`src/rtl/dmem_arbiter.sv`:
```
`default_nettype none
// ============================================================================
// Module  : dmem_arbiter (with dmem_arbiter_pkg)
// Brief   : Shares the data-memory bus between N_LD load FUs and the retired
//           store port; one tagged transaction in flight at a time.
// Revision: 1.0 - initial release
// ============================================================================
package dmem_arbiter_pkg;
    localparam int XLEN = 32;

    typedef enum logic [1:0] {
        BUS_NONE  = 2'h0,
        BUS_LOAD  = 2'h1,
        BUS_STORE = 2'h2
    } BUS_COMMAND;

    typedef enum logic [1:0] {
        BYTE   = 2'h0,
        HALF   = 2'h1,
        WORD   = 2'h2,
        DOUBLE = 2'h3
    } MEM_SIZE;

    typedef struct packed {
        logic [XLEN-1:0] addr;
        logic [XLEN-1:0] data;
        MEM_SIZE         size;
        BUS_COMMAND      command;
    } FU_MEM_PACKET;
endpackage

module dmem_arbiter
    import dmem_arbiter_pkg::*;
#(
    parameter int N_LD  = 2,
    parameter int TAG_W = 4
) (
    input  logic                     clock,
    input  logic                     reset,
    input  logic                     squash,
    input  logic [N_LD-1:0]          ld_req,
    input  FU_MEM_PACKET [N_LD-1:0]  ld_packet,
    input  logic                     st_req,
    input  FU_MEM_PACKET             st_packet,
    output logic [N_LD-1:0]          ld_ack,
    output logic [XLEN-1:0]          load_data,
    output logic                     st_ack,
    output BUS_COMMAND               proc2Dmem_command,
    output logic [XLEN-1:0]          proc2Dmem_addr,
    output logic [XLEN-1:0]          proc2Dmem_data,
    output MEM_SIZE                  proc2Dmem_size,
    input  logic [TAG_W-1:0]         Dmem2proc_response,
    input  logic [XLEN-1:0]          Dmem2proc_data,
    input  logic [TAG_W-1:0]         Dmem2proc_tag
);

    localparam int c_own_w = (N_LD > 1) ? $clog2(N_LD) : 1;

    typedef enum logic [1:0] {
        S_IDLE  = 2'h0,
        S_ISSUE = 2'h1,
        S_WAIT  = 2'h2,
        S_DRAIN = 2'h3
    } state_t;

    state_t              r_state, w_state_nxt;
    logic [c_own_w-1:0]  r_rr_ptr, w_rr_nxt;
    logic [c_own_w-1:0]  r_owner, w_owner_nxt;
    logic [c_own_w-1:0]  w_pick, w_owner_inc;
    logic                r_owner_is_st, w_owner_is_st_nxt;
    logic [XLEN-1:0]     r_addr, w_addr_nxt;
    logic [XLEN-1:0]     r_data, w_data_nxt;
    MEM_SIZE             r_size, w_size_nxt;
    logic [TAG_W-1:0]    r_tag, w_tag_nxt;
    logic                w_any_ld, w_accepted, w_tag_hit;
    int                  w_best;
    logic                w_unused;

    // Load data fields and packet command encodings carry no information here.
    assign w_unused    = ^{ld_packet, st_packet.command};
    assign load_data   = Dmem2proc_data;
    assign w_accepted  = |Dmem2proc_response;
    assign w_tag_hit   = (Dmem2proc_tag == r_tag);
    assign w_owner_inc = (r_owner == c_own_w'(N_LD - 1)) ? '0 : r_owner + 1'b1;

    // Round-robin pick: smallest rotational distance from rr_ptr wins.
    always_comb begin
        w_any_ld = 1'b0;
        w_pick   = '0;
        w_best   = N_LD;
        for (int i = 0; i < N_LD; i++) begin
            if (ld_req[i] && (((i - int'(r_rr_ptr) + N_LD) % N_LD) < w_best)) begin
                w_best   = (i - int'(r_rr_ptr) + N_LD) % N_LD;
                w_pick   = c_own_w'(i);
                w_any_ld = 1'b1;
            end
        end
    end

    always_comb begin
        w_state_nxt       = r_state;
        w_rr_nxt          = r_rr_ptr;
        w_owner_nxt       = r_owner;
        w_owner_is_st_nxt = r_owner_is_st;
        w_addr_nxt        = r_addr;
        w_data_nxt        = r_data;
        w_size_nxt        = r_size;
        w_tag_nxt         = r_tag;
        ld_ack            = '0;
        st_ack            = 1'b0;
        case (r_state)
            S_IDLE: begin
                if (!squash) begin
                    if (st_req) begin
                        w_owner_is_st_nxt = 1'b1;
                        w_addr_nxt        = st_packet.addr;
                        w_data_nxt        = st_packet.data;
                        w_size_nxt        = st_packet.size;
                        w_state_nxt       = S_ISSUE;
                    end else if (w_any_ld) begin
                        w_owner_is_st_nxt = 1'b0;
                        w_owner_nxt       = w_pick;
                        w_addr_nxt        = ld_packet[w_pick].addr;
                        w_data_nxt        = '0;
                        w_size_nxt        = ld_packet[w_pick].size;
                        w_state_nxt       = S_ISSUE;
                    end
                end
            end
            S_ISSUE: begin
                if (r_owner_is_st) begin
                    if (w_accepted) begin
                        st_ack      = 1'b1;
                        w_state_nxt = S_IDLE;
                    end
                end else if (w_accepted) begin
                    w_tag_nxt   = Dmem2proc_response;
                    w_state_nxt = squash ? S_DRAIN : S_WAIT;
                end else if (squash) begin
                    w_rr_nxt    = w_owner_inc;
                    w_state_nxt = S_IDLE;
                end
            end
            S_WAIT: begin
                if (w_tag_hit) begin
                    ld_ack[r_owner] = !squash;
                    w_rr_nxt        = w_owner_inc;
                    w_state_nxt     = S_IDLE;
                end else if (squash) begin
                    w_state_nxt = S_DRAIN;
                end
            end
            S_DRAIN: begin
                if (w_tag_hit) begin
                    w_rr_nxt    = w_owner_inc;
                    w_state_nxt = S_IDLE;
                end
            end
            default: w_state_nxt = S_IDLE;
        endcase
        // A reset cycle must not leak an ack from the abandoned transaction.
        if (reset) begin
            ld_ack = '0;
            st_ack = 1'b0;
        end
    end

    always_comb begin
        proc2Dmem_command = BUS_NONE;
        proc2Dmem_addr    = '0;
        proc2Dmem_data    = '0;
        proc2Dmem_size    = BYTE;
        if ((r_state == S_ISSUE) && !reset) begin
            proc2Dmem_command = r_owner_is_st ? BUS_STORE : BUS_LOAD;
            proc2Dmem_addr    = r_addr;
            proc2Dmem_data    = r_data;
            proc2Dmem_size    = r_size;
        end
    end

    always_ff @(posedge clock) begin
        if (reset) begin
            r_state       <= S_IDLE;
            r_rr_ptr      <= '0;
            r_owner       <= '0;
            r_owner_is_st <= 1'b0;
            r_addr        <= '0;
            r_data        <= '0;
            r_size        <= BYTE;
            r_tag         <= '0;
        end else begin
            r_state       <= w_state_nxt;
            r_rr_ptr      <= w_rr_nxt;
            r_owner       <= w_owner_nxt;
            r_owner_is_st <= w_owner_is_st_nxt;
            r_addr        <= w_addr_nxt;
            r_data        <= w_data_nxt;
            r_size        <= w_size_nxt;
            r_tag         <= w_tag_nxt;
        end
    end

endmodule
`default_nettype wire

```
`config.mk`:
```
export PLATFORM = sky130hd
export DESIGN_NAME = dmem_arbiter
export DESIGN_NICKNAME = d
export VERILOG_FILES = /design/src/rtl/dmem_arbiter.sv
export SDC_FILE = /design/constraint.sdc
export NUM_CORES = 1
export LEC_CHECK = 0
export CAP_MARGIN = 0
export CORE_AREA = 4 4 134 136
export DETAILED_ROUTE_END_ITERATION = 10
export DIE_AREA = 0 0 138 140
export GPL_TIMING_DRIVEN = 0
export PLACE_DENSITY = 0.67
export SYNTH_ARGS = -nofsm -noshare
export SYNTH_HDL_FRONTEND = slang
export SYNTH_SLANG_ARGS = --single-unit
```
`constraint.sdc`:
```
create_clock -name clock -period 1.83 [get_ports clock]
set_input_delay 0.366 -clock clock [delete_from_list [all_inputs] [get_ports clock]]
set_output_delay 0.366 -clock clock [all_outputs]
set_load 0.1 [all_outputs]
```
==> results.cfg <==
[outcome]
status = finished with violations
violations = setup timing

[setup_path]
startpoint = r_state[1]
r2r_start = r_state[1]
endpoint = proc2Dmem_addr[1]
end_kind = primary output
r2r_setup_slack_ns = 0.15
path_max_fanout = 5
worstSetupStartpointType = flip-flop
r2r_end = r_rr_ptr
path_class = reg2out
cp.required_ns = 1.46
r2r_cells = 5
arrival_ns = 1.69

[pwr]
power.leakage_nw = 3.62
p_comb_share_pct = 34.8
peakVddDrop_v = 0.000465
p_seq_share_pct = 32.0
clockPowerShare_pct = 33.2
power_mw = 5.82
cellPowerDensity_nw_per_um2 = 658
internal-power_mw = 3.88
swShare_pct = 33.3
p_sw_mw = 1.94

[timing]
finalSetupTns_ns = -12.23
slew_headroom_pct = 34.1
slew_violations = 0
setup_viol = 70
holdWs_ns = 0.418
fmax_mhz = 487
max_slew.worst_pin.slew_ns = 0.993
period_needed_ns = 2.05
worst_slack_ns = -0.223
min_period_over_period_pct = 112
rsz0062_at_grt = yes
hold_violations = 0
fin_skew_ns = 0.00523

[yosys]
synth_most_common_cell = dfxtp_1
synth-seq-cells = 75
synth_warnings = 0
async_flop_share_pct = 0
yosys.area.top_type_share_pct = 34.1
syn_inst = 512
synth_top_area_cell = dfxtp_1
syn_area_per_cell_sq_um = 8.61
synth_cell_types = 32
synth_fp_nets = 762
synthFlopType = dfxtp_1
synth_common_cells = dfxtp_1 (75), and2_1 (68), clkbuf_1 (41)
syn_area_sq_um = 4410
synth_edf_count = 0
synth-seq-area-share_pct = 34.1
ys_top_cells_by_area = dfxtp_1 (34%), and2_1 (9.7%), and3b_1 (6.8%)

[cells_and_area]
fillers = 1569
fin_cells = 1018
fin_area_sq_um = 8840
nets = 1039
drive_above_1_share_pct = 33.0
utilization_pct = 52.2
antenna-diode-count = 0
syn_to_final_growth_pct = 101

[global_route]
antenna_found_initial = 0
grt_pass1_wl_um = 28400
grt_max_degree = 14
grt-ovfl-total = 0
grt_pass1_vias = 5022
grt_use_total_pct = 18.4

[drt]
vias = 4817
drtIter0Drc = 140
detail-route-antenna-nets = 0
avgRoutedWirePerCell_um = 18.1
dr.pass1.iters = 4
drc_errors = 0
viasPerCell = 4.73
wl_um = 18400

[floorplan]
pin_count = 353
start_util_pct = 26.0
rows = 48
die_x_um = 138
dieHeight_um = 140
dieArea_sq_um = 19300
core_area_sq_um = 16900

[placed_design]
globalplace.congestion = 0.812
hpwl_um = 13500
placed_cells = 985
preCtsSetupSlack_ns = -1.74
io_buffers = 248
placed_cell_area_sq_um = 7380

[cts]
htreeDepth = 3
clock_sinks = 75
cts_inserted_buffers = 9
worstSkewPairLatency_ns = 0.34
ctsHoldBuffers = 0
clk_pin_slew_ns = 0.06
cts-root-buf = clkbuf_16
cts_buffer_depth = 2
cts_tree = done

[job]
drv_cap = 0

[min_path]
min_path_type = in2reg
power by group through the flow:
stage                     Combinational, mW  Sequential, mW  Clock (mW)
final                                  2.02            1.86        1.93
after global routing                   2.15            1.88        2.06
after CTS                              2.01            1.86        2.00
after detailed placement               1.79            1.89           0
after global placement                 1.78            1.89           0
after floorplan                        1.14            1.87           0
placed cells by master (no fill, tap or decap), drive strengths merged:
master and n:
dlymetal6s2s 2, o41ai 34, a22oi 32, dlygate4sd2 40
and2b 1, clkbuf 46, xnor2 5, inv 3
or4 1, o22ai 1, buf 138, nor3b 1
clkdlybuf4s50 134, and3b 34, nand4 1, bufinv 2
nor2b 36, and4b 2, clkdlybuf4s15 1, nand3b 34
nor2 39, dfxtp 75, nand4bb 1, nand2 1
clkinv 2, clkinvlp 1, nor3 7, a211oi 35
nand2b 4, mux2i 5, and2 68, or3 2
nor4 4, a21oi 1
registers in the layout, indices dropped and copies added (netlist names):
name and cells:
r_data 32, r_owner_is_st 1, r_owner 1, r_rr_ptr 1, r_size 2, r_tag 4, r_state 2, r_addr 32
metal layers:
layer  wire length (um)  GRT usage [%]
met1               7620           21.7
met2               9410           32.2
met3               1220           6.42
met4                180           4.21
met5                  0              0
kinds of logic after synthesis:
logic type | after synthesis | share of synthesized area, %
buf+inv | 88 | 10.7
flops | 75 | 34.1
compound gates | 103 | 18.4
simple gates | 236 | 34.7
xor+xnor | 5 | 0.993
mux | 5 | 1.14
worst max-delay path, stage by stage, from the launching register on:
cell and delay [ns]:
dfxtp_4 0.35, nand2b_4 0.15, nor2_4 0.13, buf_12 0.13, buf_12 0.12, clkbuf_16 0.14, and2_4 0.15, buf_12 0.17
how the worst min path moves through the flow:
stage | from | endpoint | slack [ns] | cells past startpoint
after global placement | r_addr[20] | r_addr[20] | 0.46 | 2
after floorplan | r_addr[10] | r_addr[10] | 0.45 | 2
final | Dmem2proc_response[0] | r_tag[0] | 0.42 | 3
after global routing | Dmem2proc_response[0] | r_tag[0] | 0.43 | 3
after CTS | Dmem2proc_response[2] | r_tag[2] | 0.48 | 3
after detailed placement | r_addr[10] | r_addr[10] | 0.46 | 2
cell type report:
cell class	instances	area [sq um]	share of cell area (%)
Clock buffer	9	225	2.55
Buffer	84	634	7.18
Clock inverter	6	90.1	1.02
Multi-Input combinational cell	349	2730	30.9
Tap cell	225	282	3.19
Sequential cell	75	1510	17.1
Timing Repair Buffer	268	3360	38.0
Inverter	2	7.51	0.0849
timing repair:
action | 4_1_cts | 5_1_grt
pin swaps | 47 | 9
buffers inserted | 12 | 5
resized for setup | 739 | 39
cloned | 6 | 0
setup endpoints to repair | 173 | 139
Note: power is estimated with default switching activity, not from simulation.
